[config.mk]
export PLATFORM = sky130hd
export DESIGN_NAME = mem_access
export DESIGN_NICKNAME = d
export VERILOG_FILES = /design/src/rtl/mem_access_pkg.sv /design/src/rtl/mem_access_align.sv /design/src/rtl/mem_access.sv
export SDC_FILE = /design/constraint.sdc
export NUM_CORES = 1
export LEC_CHECK = 0
export CAP_MARGIN = 20
export CORE_MARGIN = 2
export CORE_UTILIZATION = 41
export CTS_BUF_LIST = sky130_fd_sc_hd__clkbuf_4 sky130_fd_sc_hd__clkbuf_8
export CTS_CLUSTER_SIZE = 28
export DETAILED_ROUTE_END_ITERATION = 8
export PLACE_DENSITY = 0.79
export SLEW_MARGIN = 40
export SYNTH_ARGS = -nofsm -noshare
export SYNTH_HDL_FRONTEND = slang
export SYNTH_SLANG_ARGS = --single-unit
[constraint.sdc]
create_clock -name clk -period 2.2 [get_ports clk]
set_clock_uncertainty 0.05 [all_clocks]
set_input_delay 0.44 -clock clk [delete_from_list [all_inputs] [get_ports clk]]
set_output_delay 0.44 -clock clk [all_outputs]
set_load 0.01 [all_outputs]
[src/rtl/mem_access_pkg.sv]
// Shared encodings for the memory-access stage: operation codes, writeback selects, FSM states.
// Also provides small decode helpers used by the stage and its alignment unit.
package mem_access_pkg;

  typedef enum logic [3:0] {
    OP_NONE = 4'd0,
    OP_LB   = 4'd1,
    OP_LH   = 4'd2,
    OP_LW   = 4'd3,
    OP_LBU  = 4'd4,
    OP_LHU  = 4'd5,
    OP_SB   = 4'd6,
    OP_SH   = 4'd7,
    OP_SW   = 4'd8
  } mem_op_e;

  localparam logic [1:0] WB_ALU = 2'd0;
  localparam logic [1:0] WB_MEM = 2'd1;
  localparam logic [1:0] WB_PC4 = 2'd2;

  typedef enum logic [1:0] {
    IDLE   = 2'd0,
    ACCESS = 2'd1,
    HOLD   = 2'd2
  } state_e;

  // Unassigned codes collapse to NONE so they pass straight through.
  function automatic mem_op_e decode_op(input logic [3:0] code);
    return (code > 4'd8) ? OP_NONE : mem_op_e'(code);
  endfunction

  function automatic logic is_store(input mem_op_e op);
    return (op == OP_SB) || (op == OP_SH) || (op == OP_SW);
  endfunction

  function automatic logic is_misaligned(input mem_op_e op, input logic [1:0] addr);
    case (op)
      OP_LH, OP_LHU, OP_SH: return addr[0];
      OP_LW, OP_SW:         return addr != 2'b00;
      default:              return 1'b0;
    endcase
  endfunction

endpackage

[src/rtl/mem_access_align.sv]
// Byte-lane steering: store data replication and strobes, plus load byte/half
// extraction with sign or zero extension.
module mem_align
  import mem_access_pkg::*;
#(
  parameter int WORD = 32
) (
  input  mem_op_e         st_op,
  input  logic [1:0]      st_addr,
  input  logic [WORD-1:0] st_data,
  output logic [WORD-1:0] wdata,
  output logic [3:0]      wstrb,
  input  mem_op_e         ld_op,
  input  logic [1:0]      ld_addr,
  input  logic [WORD-1:0] rdata,
  output logic [WORD-1:0] ld_result
);

  logic [7:0]  ld_byte;
  logic [15:0] ld_half;

  always_comb begin
    wdata = '0;
    wstrb = 4'b0000;
    case (st_op)
      OP_SB: begin
        wdata = WORD'({4{st_data[7:0]}});
        wstrb = 4'b0001 << st_addr;
      end
      OP_SH: begin
        wdata = WORD'({2{st_data[15:0]}});
        wstrb = st_addr[1] ? 4'b1100 : 4'b0011;
      end
      OP_SW: begin
        wdata = st_data;
        wstrb = 4'b1111;
      end
      default: ;
    endcase
  end

  always_comb begin
    ld_byte = rdata[7:0];
    case (ld_addr)
      2'd1:    ld_byte = rdata[15:8];
      2'd2:    ld_byte = rdata[23:16];
      2'd3:    ld_byte = rdata[31:24];
      default: ld_byte = rdata[7:0];
    endcase
    ld_half   = ld_addr[1] ? rdata[31:16] : rdata[15:0];
    ld_result = '0;
    // Stores and NONE fall through to zero.
    case (ld_op)
      OP_LB:   ld_result = {{(WORD-8){ld_byte[7]}}, ld_byte};
      OP_LBU:  ld_result = {{(WORD-8){1'b0}}, ld_byte};
      OP_LH:   ld_result = {{(WORD-16){ld_half[15]}}, ld_half};
      OP_LHU:  ld_result = {{(WORD-16){1'b0}}, ld_half};
      OP_LW:   ld_result = rdata;
      default: ;
    endcase
  end

endmodule

[src/rtl/mem_access.sv]
// Memory-access pipeline stage: accepts one op from execute, issues at most one
// data-memory request, and presents the result to writeback with a valid/ready handshake.
module mem_access
  import mem_access_pkg::*;
#(
  parameter int WORD     = 32,
  parameter int ADDR_LEN = 32
) (
  input  logic                clk,
  input  logic                reset,
  input  logic                in_valid,
  output logic                in_ready,
  input  logic [3:0]          mem_op,
  input  logic [WORD-1:0]     alu_out,
  input  logic [WORD-1:0]     store_data,
  input  logic [WORD-1:0]     pc_i,
  input  logic [4:0]          rd_i,
  input  logic [1:0]          wb_sel_i,
  output logic                dmem_req,
  output logic                dmem_we,
  output logic [ADDR_LEN-1:0] dmem_addr,
  output logic [WORD-1:0]     dmem_wdata,
  output logic [3:0]          dmem_wstrb,
  input  logic                dmem_ack,
  input  logic [WORD-1:0]     dmem_rdata,
  output logic                out_valid,
  input  logic                out_ready,
  output logic [WORD-1:0]     alu_result,
  output logic [WORD-1:0]     dmem_result,
  output logic [WORD-1:0]     pc_o,
  output logic [4:0]          rd_o,
  output logic [1:0]          wb_sel_o,
  output logic                misalign_o
);

  state_e                state, state_nxt;
  mem_op_e               op_in, op_q;
  logic [1:0]            addr_lo_q;
  logic [ADDR_LEN-1:0]   addr_in;
  logic                  accept, mis_in, go_mem;
  logic [WORD-1:0]       st_wdata, ld_result;
  logic [3:0]            st_wstrb;

  assign op_in    = decode_op(mem_op);
  assign addr_in  = alu_out[ADDR_LEN-1:0];
  assign mis_in   = is_misaligned(op_in, alu_out[1:0]);
  assign in_ready = (state == IDLE) && (!out_valid || out_ready);
  assign accept   = in_valid && in_ready;
  // Misaligned accesses never reach memory; they retire like NONE.
  assign go_mem   = accept && (op_in != OP_NONE) && !mis_in;

  mem_align #(.WORD(WORD)) u_align (
    .st_op    (op_in),
    .st_addr  (alu_out[1:0]),
    .st_data  (store_data),
    .wdata    (st_wdata),
    .wstrb    (st_wstrb),
    .ld_op    (op_q),
    .ld_addr  (addr_lo_q),
    .rdata    (dmem_rdata),
    .ld_result(ld_result)
  );

  always_ff @(posedge clk or negedge reset) begin
    if (!reset) state <= IDLE;
    else        state <= state_nxt;
  end

  always_comb begin
    state_nxt = state;
    case (state)
      IDLE:    if (go_mem)    state_nxt = ACCESS;
      ACCESS:  if (dmem_ack)  state_nxt = HOLD;
      HOLD:    if (out_ready) state_nxt = IDLE;
      default: state_nxt = IDLE;
    endcase
  end

  always_ff @(posedge clk or negedge reset) begin
    if (!reset) begin
      out_valid   <= 1'b0;
      dmem_req    <= 1'b0;
      dmem_we     <= 1'b0;
      dmem_addr   <= '0;
      dmem_wdata  <= '0;
      dmem_wstrb  <= 4'b0000;
      alu_result  <= '0;
      dmem_result <= '0;
      pc_o        <= '0;
      rd_o        <= '0;
      wb_sel_o    <= '0;
      misalign_o  <= 1'b0;
      op_q        <= OP_NONE;
      addr_lo_q   <= 2'b00;
    end else if (accept) begin
      alu_result  <= alu_out;
      pc_o        <= pc_i;
      rd_o        <= rd_i;
      wb_sel_o    <= wb_sel_i;
      op_q        <= op_in;
      addr_lo_q   <= alu_out[1:0];
      misalign_o  <= mis_in;
      dmem_result <= '0;
      out_valid   <= !go_mem;
      if (go_mem) begin
        dmem_req   <= 1'b1;
        dmem_we    <= is_store(op_in);
        dmem_addr  <= {addr_in[ADDR_LEN-1:2], 2'b00};
        dmem_wdata <= st_wdata;
        dmem_wstrb <= st_wstrb;
      end
    end else if (state == ACCESS && dmem_ack) begin
      dmem_req    <= 1'b0;
      dmem_result <= ld_result;
      out_valid   <= 1'b1;
    end else if (out_valid && out_ready) begin
      out_valid <= 1'b0;
    end
  end

endmodule
======== Word level (Yosys, flattened, before mapping) ========
Index checks and enable logic that the tools add are counted.
storage, ports and cells
  latch bits .............................. 0
  memories ................................ 0
  RAM bits ................................ 0
  register bits after elaboration ......... 181
  input port bits ......................... 144
  output and inout port bits .............. 176
  logic and storage cells ................. 79
  memory bits (read-only) ................. 0
operators by class
  div/mod/pow operators ................... 0
  muxes and demuxes ....................... 20
  bitwise gates (word level) .............. 0
  add/sub/neg operators ................... 0
  shift operators ......................... 1
  eq/ne operators ......................... 20
  reduce and logical (&&, ||, !) cells .... 22
  magnitude comparators ................... 1
  multipliers ............................. 0
operators with widths
  cell                 number
  $pmux 32 s5          1
  $pmux 32 s3          1
  $mux 32              2
  $pmux 8 s3           1
  $eq 4x3->1 const B   5
  $eq 4x2->1 const B   4
  $mux 16              1
  $pmux 4 s3           1
  $mux 4               2
  $eq 2x2->1 const B   3
  $logic_and 1x1->1    6
  $mux 1               6
  $mux 2               3
  $ne 2x2->1 const B   3
  $pmux 2 s3           1
  $eq 2x1->1 const B   2
  $eq 4x1->1 const B   1
  $eq 4x4->1 const B   1
  $gt 4x4->1 const B   1
  $reduce_and 2->1     2
  $reduce_bool 2->1    2
  $reduce_bool 4->1    1
  $shl 1x2->4 const A  1
  $logic_not 1->1      3
  other kinds (8)      10

======== Logic depth before layout (Yosys ltp) ========
  word-level depth ........................ 9
  mapped depth ............................ 8
  depth with buffers taken out ............ 4

======== Hierarchy ========
From an unflattened synthesis, not the netlist that was laid out.
second synthesis, totals
  cell total of the unflattened synthesis .. 654
  area total of the unflattened synthesis .. 8086.5 µm²
modules (own cells, without submodules)
  module      sequential area each (µm²)  area each (µm²)  instances  cells each
  mem_access  4479.3                      6954.2           1          481
  mem_align   0.0                         1132.3           1          173

======== Worst setup path before layout ========
OpenSTA, ideal clock, no wires.
  kind .................................... in2reg
  start ................................... input mem_op[1]
  end ..................................... register dmem_addr[10]
  arrival time ............................ 2081 ps
  setup time .............................. 125 ps
  path buffers ............................ 3
  slack ................................... -56 ps
  required time ........................... 2025 ps
  stages .................................. 7
  cell sequence ........................... buf_2 or4b_4 nor3_4 o211a_1 buf_6 buf_12 mux2_4
between the ends
  cells in the longest elaborated chain, start to end .. 8
  elaborated cells between the ends (all ways) .. 15
  classes of those cells .................. order compare: 1; eq/ne: 5; mux: 2; reduce/logical: 7
ends and longest elaborated chain
  what                                                       RTL line              RTL
  start, declared                                            mem_access.sv:13      input logic [3:0] mem_op,
  $gt 4x4->1                                                 mem_access_pkg.sv:29  return (code > 4'd8) ? OP_NONE : mem_op_e'(code);
  $mux 4 *                                                   mem_access_pkg.sv:29
  $eq 4x3->1 (tied with other cells)                         mem_access_pkg.sv:37  case (op)
  $reduce_or 3->1 / $reduce_or 2->1 (equally long branches)  mem_access_pkg.sv:37
  $pmux 1 s2                                                 mem_access_pkg.sv:37
  $logic_not 1->1                                            mem_access.sv:50      assign go_mem = accept && (op_in != OP_NONE) && !mis_in;
  $logic_and 1x1->1 *                                        mem_access.sv:50
  $reduce_and 2->1 (no line) *                               -
  end signal, assigned                                       mem_access.sv:108     dmem_addr <= {addr_in[ADDR_LEN-1:2], 2'b00};
  end, declared                                              mem_access.sv:21      output logic [ADDR_LEN-1:0] dmem_addr,
Mark *: on every way between the ends. The rest lies on a longest branch, timed or not.
A chain may end at the register's enable or synchronous reset.

======== Worst setup path after layout ========
  start ................................... input mem_op[0]
  end ..................................... register dmem_addr[26]
Same word-level chain as after synthesis.

==> flow_metrics.env <==
export IMPL_grt_antenna_before_repair=0
export IMPL_critPathMaxStageDelay_ns=0.57
export IMPL_grt_pass1_wl_mm=37.4
export IMPL_first_iter_violations=377
export IMPL_p_leak_nw=5.65
export IMPL_drc=0
export IMPL_drt_total_wl_mm=24.8
export IMPL_p_per_area_mw_per_mm2=1140
export IMPL_fin_crit_ns=2.09
export IMPL_viasPerCell=5.11
export IMPL_slew_viol_final=0
export IMPL_track_usage=0.232
export IMPL_critical_path_startpoint_type="input port"
export IMPL_peakVddDrop_mv=0.588
export IMPL_die_w_um=144
export IMPL_fin_util=0.639
export IMPL_fin_total_pwr_mw=14.1
export IMPL_multi_input_area_sq_mm=0.00333
export IMPL_slowest_stage="or4b_4"
export IMPL_synth_area_leaders="dfrtp_1 (55%), nand2_1 (12%), mux2_4 (7.1%)"
export IMPL_ios=320
export IMPL_synth_yosys_warnings=0
export IMPL_synth_area_leader_cell="dfrtp_1"
export IMPL_path_clk_slew_ns=0.10
export IMPL_register_area_sq_mm=0.00448
export IMPL_rsz0062_at_grt="no"
export IMPL_async_flop_share=1.00
export IMPL_ys_types=53
export IMPL_cp_required_ns=2.50
export IMPL_netlist_area_leader_share=0.554
export IMPL_numClockSinks=179
export IMPL_cts_buffers=17
export IMPL_dr_pass1_iters=4
export IMPL_cts_tree="built"
export IMPL_routedWlPerCell_um=18.0
export IMPL_hold_viol=0
export IMPL_gp_congestion=0.872
export IMPL_die_area_sq_mm=0.0209
export IMPL_hpwl_mm=18.2
export IMPL_coreArea_sq_mm=0.0194
export IMPL_vias=7035
export IMPL_synth_main_ff_cell="dfrtp_1"
export IMPL_ant_nets=0
export IMPL_max_cap_viol_count=0
export IMPL_tns_ns=0
export IMPL_antennaDiodeCount=0
export IMPL_synth_edff_count=0
export IMPL_grt_max_degree=70
export IMPL_critPathMaxFanout=14
export IMPL_fin_nets=1243
export IMPL_slew_headroom=0.490
export IMPL_hold_ws_ns=0.431
export IMPL_rows=51
export IMPL_syn_area_per_cell_sq_um=10.7
export IMPL_ys_ff_latch=179
export IMPL_area_delta_synth_final_pct=53.1
export IMPL_cts_buffer_depth=2
export IMPL_root_buffer="clkbuf_8"
export IMPL_period_share=0.951
export IMPL_die_y_um=144
export IMPL_htreeDepth=4
export IMPL_tightestPinTransition_ns=0.763
export IMPL_initial_core_util=0.417
export IMPL_drive_gt1_frac=0.144
export IMPL_critPathCaptureType="flip-flop"
export IMPL_crit_type="input port to flip-flop"
export IMPL_dp_cells=1343
export IMPL_crit_arrival_ns=2.39
export IMPL_grt_overflow_total=0
export IMPL_syn_area_sq_mm=0.00809
export IMPL_max_clock_freq_mhz=478
export IMPL_synth_seq_area_share=0.554
export IMPL_clk_insertion_delay_late_ns=0.45
export IMPL_fillers=1556
export IMPL_portBuffers=317
export IMPL_holdCritPathClass="flip-flop to flip-flop"
export IMPL_instances_no_fill=1377
export IMPL_postSynthCellCount=753
export IMPL_outcome="finished, final reports clean"
export IMPL_path_cells="clkdlybuf4s50_1 -> or4b_4 -> nor3_4 -> o211a_4 -> buf_12 -> mux2_4"
export IMPL_grt_pass1_vias=6963
export IMPL_setup_viol=0
-- cells by family after synthesis --
kind of cell | share of synthesized area
other cells | 0.000463
xor+xnor | 0.00108
compound gates | 0.132
mux | 0.108
buf+inv | 0.0396
simple gates | 0.165
flops | 0.554
fa+ha+maj | 0.00124
-- worst max-delay path, delay by kind of cell --
family                 cells  cell delay, ns
multiplexers               1            0.31
buffers and inverters      2            0.62
AND/OR/NAND/NOR            2            0.73
AO/OA/AOI/OAI              1            0.28
-- cell type report --
type                            instances  area share
Timing Repair Buffer                  380       0.308
Clock buffer                           18      0.0195
Tap cell                              265      0.0268
Inverter                                6     0.00182
Sequential cell                       179       0.362
Multi-Input combinational cell        515       0.269
Clock inverter                         14      0.0132
-- synth_stat cells (all sizes together), types with 3 or more instances --
cell	n
a221o	14
nand3b	3
nand2b	8
o2bb2ai	16
mux4	6
a21o	3
mux2i	12
buf	15
a22o	38
nand2	251
o21ai	14
clkbuf	39
a31oi	3
dfrtp	179
mux2	42
o211ai	11
and2	9
nor2	15
a21oi	28
nor3	4
nor2b	4
inv	6
-- report_power, final --
part	leakage, nW	total [mW]	switching (mW)	internal (mW)
sequential	2.29	5.27	0.803	4.47
combinational	3.15	6.59	2.86	3.73
clock	0.202	2.28	1.41	0.878
total	5.65	14.1	5.07	9.07
-- per-layer routing --
layer  track usage  share of wire  routed length, um  vias up
met2         0.375           0.48              11900      323
met4        0.0654          0.014                350        0
li1              -              -                  -     3281
met3        0.0685          0.080               1990       33
met1         0.305           0.43              10600     3398
met5             0              0                  0        -
-- per-stage QoR --
step / setup WS [ns] / area (sq um)
floorplan: -0.0390 / 8110
global placement: -0.375 / 11900
detailed placement: -0.388 / 12000
CTS: 0.0148 / 12400
global route: 0.0556 / 12400
finish: 0.108 / 12400
-- registers in the layout (all words and copies together) (netlist names) --
name         cells
alu_result      32
dmem_addr       30
dmem_req         1
dmem_result     32
dmem_wdata      32
dmem_we          1
dmem_wstrb       4
misalign_o       1
op_q             4
out_valid        1
pc_o            32
rd_o             5
state            2
wb_sel_o         2
-- worst paths after layout --
check,start,to,slack [ns],cells after the start
min in group asynchronous,reset,dmem_addr[28],0.45,2
max in group asynchronous,reset,alu_result[0],0.93,3
hold reg to reg,alu_result[8],alu_result[8],0.43,2
setup / recovery,mem_op[0],dmem_addr[26],0.11,6
setup reg to reg,op_q[2],dmem_result[6],0.25,4
hold / removal,alu_result[8],alu_result[8],0.43,2
-- what timing repair did --
| item | in CTS | in global routing |
|---|---|---|
| resized for setup | 5 | 1 |
| hold buffers | 1 | 0 |
| pin swaps | 0 | 0 |
| endpoints found under the hold margin | 48 | 0 |
| setup buffers | 1 | 0 |
| endpoints found under the setup margin | 2 | 1 |
-- cell usage in the layout, fill, tap and decap left out, types with 4 or more instances in the layout --
cell,n
clkinv_8,4
nand2_1,251
clkdlybuf4s50_1,315
mux2i_1,12
mux2_2,4
o2bb2ai_1,16
a21oi_1,28
nand2b_1,7
mux2_4,38
o21ai_0,14
and2_1,9
a22o_1,38
clkbuf_8,17
nor2_1,14
inv_8,5
dfrtp_1,176
inv_1,6
o211ai_1,10
buf_4,49
nor2b_1,4
buf_12,13
a221o_1,14
mux4_2,6
Note: power is estimated with default switching activity, not from simulation.
==> patch, RTL diff (config.mk and constraints unchanged) <==
The parameter `ADDR_LEN` goes from 32 to 16.
--- a/src/rtl/mem_access.sv
+++ b/src/rtl/mem_access.sv
@@ -6,3 +6,3 @@
   parameter int WORD     = 32,
-  parameter int ADDR_LEN = 32
+  parameter int ADDR_LEN = 16
 ) (
Interface: changed (resized dmem_addr); port bits go from 320 to 304. The function was not compared with the original's and may differ.
==> patch against the original RTL <==
- sequential power decreased by 13%
- worst setup slack improved by 0.0080 ns
- sequential cell count decreased by 16
- die area decreased by 9.4%
- final area decreased by 7.2%
- largest power group unchanged
- total power decreased by 14%
- routed wire length decreased by 8.7%
- synthesized area decreased by 9.7%
- synthesized cell count decreased by 4.8%
- count of clock-buffer cells in the layout increased by 2
==> patch: results (changes against the original RTL) <==
Leakage power = 5.322 nW (was 5.647 nW)
DR iter-0 viols = 386 (was 377)
Signal buf overhead = 32.01% (was 30.76%)
Area after DPL = 11040 um^2 (was 11950 um^2)
Via density = 5.198 (was 5.109)
Critical path's slowest cell = clkdlybuf4s50_1 (was or4b_4)
Final Util = 66.24% (was 63.86%)
P_sw = 4.124 mW (was 5.072 mW)
Non-CTS buffers = 369 (was 380)
Max incr delay on CP = 0.55 ns (was 0.57 ns)
Via Count = 6716 (was 7035)
Synth area leaders = dfrtp_1, nand2_1, mux2_1, a22o_1, o2bb2ai_1 (was dfrtp_1, nand2_1, mux2_4, a22o_1, clkbuf_1)
HP Class = reg2reg (unchanged)
RePlAce Congestion = 0.8996 (was 0.8717)
Initial antenna violation count = 1 (was 0)
Max VDD drop = 0.6606 mV (was 0.5881 mV)
# resized after CTS = 3 (was 5)
Synth Area in Compound Gates = 15.89% (was 13.17%)
Mux cell area share after synthesis = 6.934% (was 10.76%)
First-pass GRT wire length = 35540 um (was 37430 um)
Synth cell types = 51 (was 53)
Via count of the first global-routing pass = 6833 (was 6963)
Fraction of area in multi-input gates = 26.02% (was 26.92%)
Fraction of layout cells with a size suffix above 1 = 11.72% (was 14.39%)
DP Worst Slack = -0.3449 ns (was -0.3881 ns)
Clock transition at path regs = 0.08 ns (was 0.10 ns)
Worst-path fanout max = 7 (was 14)
FF/Latch Area = 4080 um^2 (was 4483 um^2)
Cts bufs inserted = 17 (unchanged)
Tot GR Track Use = 24.39% (was 23.22%)
Xor-xnor portion of the synthesized cell area = 0.1198% (was 0.1082%)
Number of multi-input logic gates = 491 (was 515)
Nets = 1198 (was 1243)
Register area share after synthesis = 55.81% (was 55.36%)
Drt wl/cell = 17.56 um (was 18.04 um)
Status = complete, no violations (unchanged)
ClkCell Share = 3.646% (was 3.272%)
Inverters = 12 (was 6)
PortBufs = 301 (was 317)
Filler cells = 1378 (was 1556)
Largest net degree at the start of global routing = 53 (was 70)
Post-synthesis register bit count = 163 (was 179)
Synth cell count leaders = nand2_1, dfrtp_1, clkbuf_1 (unchanged)
P_int = 7.994 mW (was 9.073 mW)
Synthesized area per cell = 10.19 um^2 (was 10.75 um^2)
Worst-margin pin slew = 0.6874 ns (was 0.7635 ns)
Tap cell count = 225 (was 265)
Synth Area in Adders = 0% (was 0.1237%)
Post-CTS Setup Bufs = 1 (unchanged)
Critical Path AT = 1.59 ns (was 2.39 ns)
Delay-heaviest family, CP = buffers and inverters (was simple AND/OR/NAND/NOR gates)
Hpwl dp = 16750 um (was 18200 um)
Proportion of power drawn by flip-flops and latches = 37.6% (was 37.3%)
Cell total after placement = 1257 (was 1343)
CLK BUF = 20 (was 18)
Max-cap viol count = 0 (unchanged)
[patch: worst register-to-register path, stage by stage, from the launching register on]
cell and delay [ns]:
dfrtp_1 0.59, and3b_1 0.34, o21a_1 0.35, a22o_1 0.29, a221o_1 0.31
[patch: path summary, 6_finish.rpt]
check	depth (start not counted)	from	to	slack (ns)
min reg2reg	2	pc_o[3]$_DFFE_PN0P_	pc_o[3]$_DFFE_PN0P_	0.42
min in group asynchronous	2	reset	dmem_wdata[10]$_DFFE_PN0P_	0.46
min	2	pc_o[3]$_DFFE_PN0P_	pc_o[3]$_DFFE_PN0P_	0.42
max reg2reg	4	op_q[1]$_DFFE_PN0P_	dmem_result[7]$_DFFE_PN0P_	0.17
max	2	alu_result[1]$_DFFE_PN0P_	alu_result[1]	0.12
max in group asynchronous	3	reset	alu_result[1]$_DFFE_PN0P_	0.94
[patch: routing by layer]
layer	wire, um	up-vias	GRT usage (%)
met5	13	-	0
met3	1810	42	7.248
met2	11190	262	39.41
met4	539	2	9.450
met1	9133	3251	30.88
li1	-	3159	-
